`src/rtl/bp_gshare_pkg.sv`:
```
// Shared defaults and helpers for the gshare predictor and its BTB.
package bp_gshare_pkg;

  localparam int XLEN_DEF      = 32;
  localparam int BTB_IDX_W_DEF = 6;
  localparam int PHT_IDX_W_DEF = 8;
  localparam int GHR_W_DEF     = 8;
  localparam int CTR_W_DEF     = 2;

  // Weakly-not-taken: MSB clear, all lower bits set.
  function automatic int unsigned bp_ctr_reset(input int unsigned w);
    return (32'd1 << (w - 1)) - 32'd1;
  endfunction

endpackage

```
`src/rtl/bp_gshare_btb_dm.sv`:
```
// Direct-mapped branch target buffer: one combinational read port, one synchronous write port.
module bp_btb_dm #(
  parameter int XLEN  = 32,
  parameter int IDX_W = 6
) (
  input  logic            clk,
  input  logic            rst_n,
  input  logic [XLEN-1:0] rd_pc,
  output logic            rd_hit,
  output logic [XLEN-1:0] rd_tgt,
  input  logic            wr_en,
  input  logic [XLEN-1:0] wr_pc,
  input  logic [XLEN-1:0] wr_tgt
);
  localparam int ENTRIES = 1 << IDX_W;
  localparam int TAG_W   = XLEN - 2 - IDX_W;

  logic [ENTRIES-1:0] vld_q;
  logic [TAG_W-1:0]   tag_q [ENTRIES];
  logic [XLEN-1:0]    tgt_q [ENTRIES];

  logic [IDX_W-1:0] rd_idx, wr_idx;
  logic             unused_ok;

  assign rd_idx    = rd_pc[IDX_W+1:2];
  assign wr_idx    = wr_pc[IDX_W+1:2];
  assign rd_hit    = vld_q[rd_idx] && (tag_q[rd_idx] == rd_pc[XLEN-1:IDX_W+2]);
  assign rd_tgt    = tgt_q[rd_idx];
  assign unused_ok = &{1'b0, rd_pc[1:0], wr_pc[1:0]};

  // Only valid bits need reset; tag/target are don't-care until validated.
  always_ff @(posedge clk or negedge rst_n) begin
    if (!rst_n)     vld_q         <= '0;
    else if (wr_en) vld_q[wr_idx] <= 1'b1;
  end

  always_ff @(posedge clk) begin
    if (wr_en) begin
      tag_q[wr_idx] <= wr_pc[XLEN-1:IDX_W+2];
      tgt_q[wr_idx] <= wr_tgt;
    end
  end

endmodule

```
`src/rtl/bp_gshare.sv`:
```
// Gshare direction predictor with direct-mapped BTB; fetch-side prediction and
// execute-side resolve, training, history repair and flush generation.
module bp_gshare
  import bp_gshare_pkg::*;
#(
  parameter int XLEN      = XLEN_DEF,
  parameter int BTB_IDX_W = BTB_IDX_W_DEF,
  parameter int PHT_IDX_W = PHT_IDX_W_DEF,
  parameter int GHR_W     = GHR_W_DEF,
  parameter int CTR_W     = CTR_W_DEF
) (
  input  logic             clk,
  input  logic             rst_n,
  input  logic [XLEN-1:0]  pc_f,
  input  logic [XLEN-1:0]  pc4_f,
  input  logic             is_br_f,
  input  logic             stall_f,
  output logic [GHR_W-1:0] ghr_f,
  output logic             pred_tkn_f,
  input  logic [XLEN-1:0]  pc_d,
  input  logic             br_e,
  input  logic [XLEN-1:0]  pc_e,
  input  logic [XLEN-1:0]  pc4_e,
  input  logic             tkn_e,
  input  logic [XLEN-1:0]  tgt_e,
  input  logic [GHR_W-1:0] ghr_e,
  output logic [XLEN-1:0]  next_pc,
  output logic             flush,
  output logic [31:0]      mispred_cnt
);
  localparam int                PHT_N   = 1 << PHT_IDX_W;
  localparam logic [CTR_W-1:0]  CTR_RST = CTR_W'(bp_ctr_reset(CTR_W));
  localparam logic [CTR_W-1:0]  CTR_MAX = '1;

  logic [CTR_W-1:0]     pht_q [PHT_N];
  logic [GHR_W-1:0]     ghr_q;
  logic [PHT_IDX_W-1:0] pht_idx_f, pht_idx_e;
  logic [CTR_W-1:0]     ctr_f, ctr_e;
  logic                 btb_hit;
  logic [XLEN-1:0]      btb_tgt, pred_pc, exp_pc;

  bp_btb_dm #(.XLEN(XLEN), .IDX_W(BTB_IDX_W)) u_btb (
    .clk    (clk),
    .rst_n  (rst_n),
    .rd_pc  (pc_f),
    .rd_hit (btb_hit),
    .rd_tgt (btb_tgt),
    .wr_en  (br_e & tkn_e),
    .wr_pc  (pc_e),
    .wr_tgt (tgt_e)
  );

  assign pht_idx_f  = pc_f[PHT_IDX_W+1:2] ^ PHT_IDX_W'(ghr_q);
  assign pht_idx_e  = pc_e[PHT_IDX_W+1:2] ^ PHT_IDX_W'(ghr_e);
  assign ctr_f      = pht_q[pht_idx_f];
  assign ctr_e      = pht_q[pht_idx_e];
  assign ghr_f      = ghr_q;
  assign pred_tkn_f = is_br_f & btb_hit & ctr_f[CTR_W-1];
  assign pred_pc    = pred_tkn_f ? btb_tgt : pc4_f;

  // Resolve: D already holds whatever fetch guessed after E; mismatch means wrong path.
  assign exp_pc  = tkn_e ? tgt_e : pc4_e;
  assign flush   = br_e & (pc_d != exp_pc);
  assign next_pc = flush ? exp_pc : pred_pc;

  always_ff @(posedge clk or negedge rst_n) begin
    if (!rst_n) begin
      for (int i = 0; i < PHT_N; i++) pht_q[i] <= CTR_RST;
    end else if (br_e) begin
      if (tkn_e && ctr_e != CTR_MAX)      pht_q[pht_idx_e] <= ctr_e + 1'b1;
      else if (!tkn_e && ctr_e != '0)     pht_q[pht_idx_e] <= ctr_e - 1'b1;
    end
  end

  // Repair from the E snapshot beats the speculative shift of a squashed fetch.
  always_ff @(posedge clk or negedge rst_n) begin
    if (!rst_n) begin
      ghr_q       <= '0;
      mispred_cnt <= '0;
    end else begin
      if (flush)                  ghr_q <= {ghr_e[GHR_W-2:0], tkn_e};
      else if (is_br_f && !stall_f) ghr_q <= {ghr_q[GHR_W-2:0], pred_tkn_f};
      if (flush) mispred_cnt <= mispred_cnt + 32'd1;
    end
  end

endmodule

```
`config.mk`:
```
export PLATFORM = sky130hd
export DESIGN_NAME = bp_gshare
export DESIGN_NICKNAME = d
export VERILOG_FILES = /design/src/rtl/bp_gshare_pkg.sv /design/src/rtl/bp_gshare_btb_dm.sv /design/src/rtl/bp_gshare.sv
export SDC_FILE = /design/constraint.sdc
export NUM_CORES = 2
export LEC_CHECK = 0
export CAP_MARGIN = 5
export CORE_MARGIN = 2
export CORE_UTILIZATION = 65
export CTS_BUF_LIST = sky130_fd_sc_hd__clkbuf_4
export DETAILED_ROUTE_END_ITERATION = 6
export PLACE_DENSITY = 0.82
export RECOVER_POWER = 50
export SLEW_MARGIN = 10
export SYNTH_ARGS = -nofsm -noshare
export SYNTH_HDL_FRONTEND = slang
export SYNTH_SLANG_ARGS = --single-unit
export TNS_END_PERCENT = 50
```
`constraint.sdc`:
```
create_clock -name clk -period 6 [get_ports clk]
set_input_delay 0.6 -clock clk [delete_from_list [all_inputs] [get_ports clk]]
set_output_delay 0.6 -clock clk [all_outputs]
set_load 0.005 [all_outputs]
```
==> results by group <==
Clock tree
  • H-Tree Level Count: 7
  • CTS Sinks: 4200
  • Clock Path Buffers: 5
  • Clk_lat worst skew: 1.68 ns
  • Worst-path clk slew: roughly 0.080 ns
  • CTS Root Cell: clkbuf_4
  • Cts bufs inserted: 1098
  • TritonCTS clock tree: done

Worst hold path
  • Hold Path Sink: u_btb.tgt_q[30][2]
  • WHS Path Cells: 3
  • Hold Path Class: in2reg
  • Hold_sp: tgt_e[2]

GRT
  • Total grt overflow: 0
  • Global-route wire length before repair: 735400 um
  • Initial antenna violation count: 22
  • Vias in the first global route: 102303
  • GRT Util Overall: between 40% and 50%
  • Largest net degree at the start of global routing: 257

Power and ir drop
  • Combinational Power Share: under 10%
  • Sw power: ~15 mW
  • Sw frac: 24.37%
  • Leakage: 65.61 nW
  • PwrDens: 321.2 nW/um^2
  • Flop pwr share: 53.1%
  • Pint: ~47 mW
  • Clock share of power: 38.4%
  • Worst vdd ir: 378.7 uV
  • Pwr Total: 61.76 mW

Placement
  • GPL Wtd Cong: 0.9017
  • Port Buffer Count: 275
  • HPWL Detailed: approximately 280000 um
  • Cell count after placement: about 12000
  • DP Area: 178400 sq um
  • Placement Setup Slack: -0.04243 ns

STA
  • Count of pins over their slew limit: around 2800
  • Highest clock rate: 159.4 MHz
  • Min Tclk post-route: 6.273 ns
  • Final hold slack: 0.1551 ns
  • Setup TNS Final: -5.712 ns
  • Worst rel slew slack: -196.9%
  • Hold Fails Final Rpt: 0
  • Final Skew: 0.1274 ns
  • Worst-Margin Slew: approximately 4.5 ns
  • Final WS setup: -0.2729 ns
  • Final period utilization: 104.5%
  • Setup violations, final: 31
  • RSZ-0062 raised after global routing: yes

Floorplanning
  • Die X: 513.8 um
  • I/O pins: 280
  • Die ar.: 264000 sq um
  • Initial Util: 65.22%
  • Die Ht: 513.8 um
  • Rows: 187
  • Core area: 259000 sq um

Drt
  • Routed vias: 101856
  • Met2 WL post-DR: 244200 um
  • Final ANT Viol Nets: 0
  • Highest Signal Layer: met5
  • Initial DRC Count: 18191
  • DR DRC count: 11
  • Total wire length: about 530000 um
  • Via density: 7.322
  • Met3 routed WL: 82950 um
  • DR pass1 iterations: 7
  • Metal-1 WL: 160800 um
  • Drt wl/cell: 37.85 um

Synth
  • Mapped Area: about 170000 sq um
  • Seq/Total Area, Yosys: between 70% and 80%
  • Number of synthesized flops with an enable pin: 3584
  • Avg Inst Size Synth: 20.15 sq um
  • Register bit count reported by yosys: 4200
  • Post-Syn Instances: 8385
  • Top FF cell, synth: edfxtp_1
  • Async set-reset flop share out of synthesis: approximately 15%
  • Synth Warn #: 0
  • Synth unique cells: 77
  • Post-Syn Nets: approximately 8600

Finish
  • Ratio of cells with drive above 1 in the final layout: 38.46%
  • Area delta synth->final: 13.83%
  • Final core occ: 74.25%
  • Non-filler cells in the finished layout: 13911
  • Net count, final: approximately 10000
  • Fin area: around 190000 sq um

Setup path
  • Kind of critical path: reg2out
  • Crit path max-delay cell type: mux4_2
  • CP Cell Sequence: mux4_2 -> o22ai_1 -> nor3_1 -> nand4b_1 -> and3b_1 -> a2111oi_4 -> nor4b_4 -> and4_4 -> buf_12 -> buf_16 -> buf_8 -> a41oi_2 -> a22oi_1 -> buf_2
  • Delay-heaviest family, CP: simple AND/OR/NAND/NOR gates
  • FF-to-FF Start: pht_q[433]
  • R2R Setup Slk: 1.57 ns
  • R2R depth: 14
  • Req. time, crit path: roughly 5.4 ns
  • CP endpoint kind: output pin
  • Crit path max fanout: 5
  • Critical path buffer and inverter count: 4
  • Type of origin of the critical path: flip-flop
  • Max stage delay on crit path: between 0.5 and 0.6 ns
  • CP Data Arrival Time: 5.67 ns
  • FF-to-FF End: pht_q[271]

Outcome
  • Status: finished, violations left
  • Violated checks: DRC, capacitance limit, slew limit, setup timing

Run
  • Max Cap Violations: 42
-- kinds of logic (layout without fill, tap and decap cells) --
logic type / after synthesis / count (layout) / synth area share (%)
flops: 4200 / 4200 / 73.02
mux: 1715 / 1715 / 19.22
buf+inv: 505 / 2602 / 1.519
fa+ha+maj: 3 / 3 / 0.02222
xor+xnor: 109 / 109 / 0.5651
compound gates: 706 / 706 / 2.668
other cells: 0 / 27 / 0
simple gates: 1147 / 1147 / 2.980
-- cell type report --
class / count / area (sq um)
Sequential cell: 4200 / 123400
Antenna cell: 27 / 67.56
Tap cell: 3402 / 4257
Fill cell: 13644 / 66700
Timing Repair Buffer: 840 / 8071
Clock buffer: 1542 / 11580
Inverter: 10 / 50.05
Multi-Input combinational cell: 3680 / 43840
Clock inverter: 210 / 1084
-- power groups by stage --
stage	registers [mW]	clock network (mW)	logic [mW]
floorplan	33.2	0	2.98
global route	32.8	25.2	5.47
global placement	33.3	0	4.82
CTS	32.7	23.8	5.16
detailed placement	33.3	0	4.97
finish	32.8	23.7	5.27
-- registers in the layout, indices dropped and copies added (netlist names), named ones only --
signal       count
mispred_cnt     32
ghr_f            8
u_btb.tgt_q   2048
u_btb.vld_q     64
u_btb.tag_q   1536
pht_q          256
-- synthesized netlist by cell type (30+ instances only) --
master | n | area, sq um
edfxtp_1 | 3584 | 107600
mux4_2 | 1197 | 26960
nor2_1 | 625 | 2346
dfrtp_1 | 360 | 9009
a21oi_1 | 303 | 1516
mux2_2 | 267 | 3007
dfstp_2 | 256 | 6726
mux2i_1 | 251 | 2512
clkbuf_1 | 227 | 852.1
nand2_1 | 213 | 799.5
buf_2 | 140 | 700.7
a22oi_1 | 137 | 1028
xnor2_1 | 81 | 709.4
nand3_1 | 78 | 390.4
buf_4 | 73 | 548.0
or2_2 | 70 | 437.9
o21ai_0 | 57 | 285.3
a221oi_1 | 36 | 315.3
a41oi_1 | 33 | 289.0
and3_1 | 31 | 193.9
buf_1 | 30 | 112.6
-- how the worst max path moves through the flow --
stage                        startpoint           to  slack [ns]  cells after the start
global placement                pc_f[5]   next_pc[3]       0.008                     15
CTS                 u_btb.tag_q[15][17]  next_pc[29]       -0.24                     14
floorplan                       pc_e[2]   pht_q[261]        0.54                     21
finish               u_btb.tag_q[60][5]  next_pc[26]       -0.27                     14
detailed placement              pc_f[5]  next_pc[25]       -0.04                     15
global route        u_btb.tag_q[15][17]  next_pc[18]       -0.34                     14
-- worst min-delay path: cells and delay by family --
kind / cells / cell delay [ns]
buffers and inverters: 3 / 0.96
-- layout by cell type (no fill, tap or decap), types with 17 or more instances in the layout --
cell | synthesis | routed
buf_12 | 3 | 95
o21ai_0 | 57 | 47
a221oi_1 | 36 | 35
dfrtp_1 | 360 | 359
a41oi_1 | 33 | 25
nor2_4 | 0 | 63
nor3_1 | 19 | 19
clkinv_1 | 0 | 162
nand4_1 | 17 | 17
o22ai_1 | 20 | 20
buf_2 | 140 | 55
and3_1 | 31 | 30
mux4_2 | 1197 | 1197
dlygate4sd3_1 | 0 | 73
clkdlybuf4s50_1 | 0 | 178
clkinv_2 | 0 | 19
nand3_1 | 78 | 78
a31oi_1 | 21 | 21
xor2_1 | 28 | 21
diode_2 | 0 | 27
buf_4 | 73 | 355
dfstp_2 | 256 | 256
clkbuf_1 | 227 | 57
a22oi_1 | 137 | 135
inv_2 | 1 | 18
or2_2 | 70 | 70
xnor2_1 | 81 | 78
nor2_1 | 625 | 561
nand2_1 | 213 | 213
clkbuf_4 | 0 | 1542
edfxtp_1 | 3584 | 3584
mux2i_1 | 251 | 248
a21oi_1 | 303 | 302
mux2_2 | 267 | 267
-- what timing repair did --
action,in CTS,in global routing
hold buffers,71,0
gates cloned,10,0
pin swaps,47,1
resized for setup,198,7
hold endpoints to repair,4098,0
setup buffers,31,0
setup endpoints to repair,33,33
-- layer usage --
layer  up-vias  track usage (%)
li1      37940                -
met1     50867            50.58
met2     10696            60.59
met3      2349            14.38
met4         4            26.25
met5         -                0
Power figures use the tool's default switching activity.
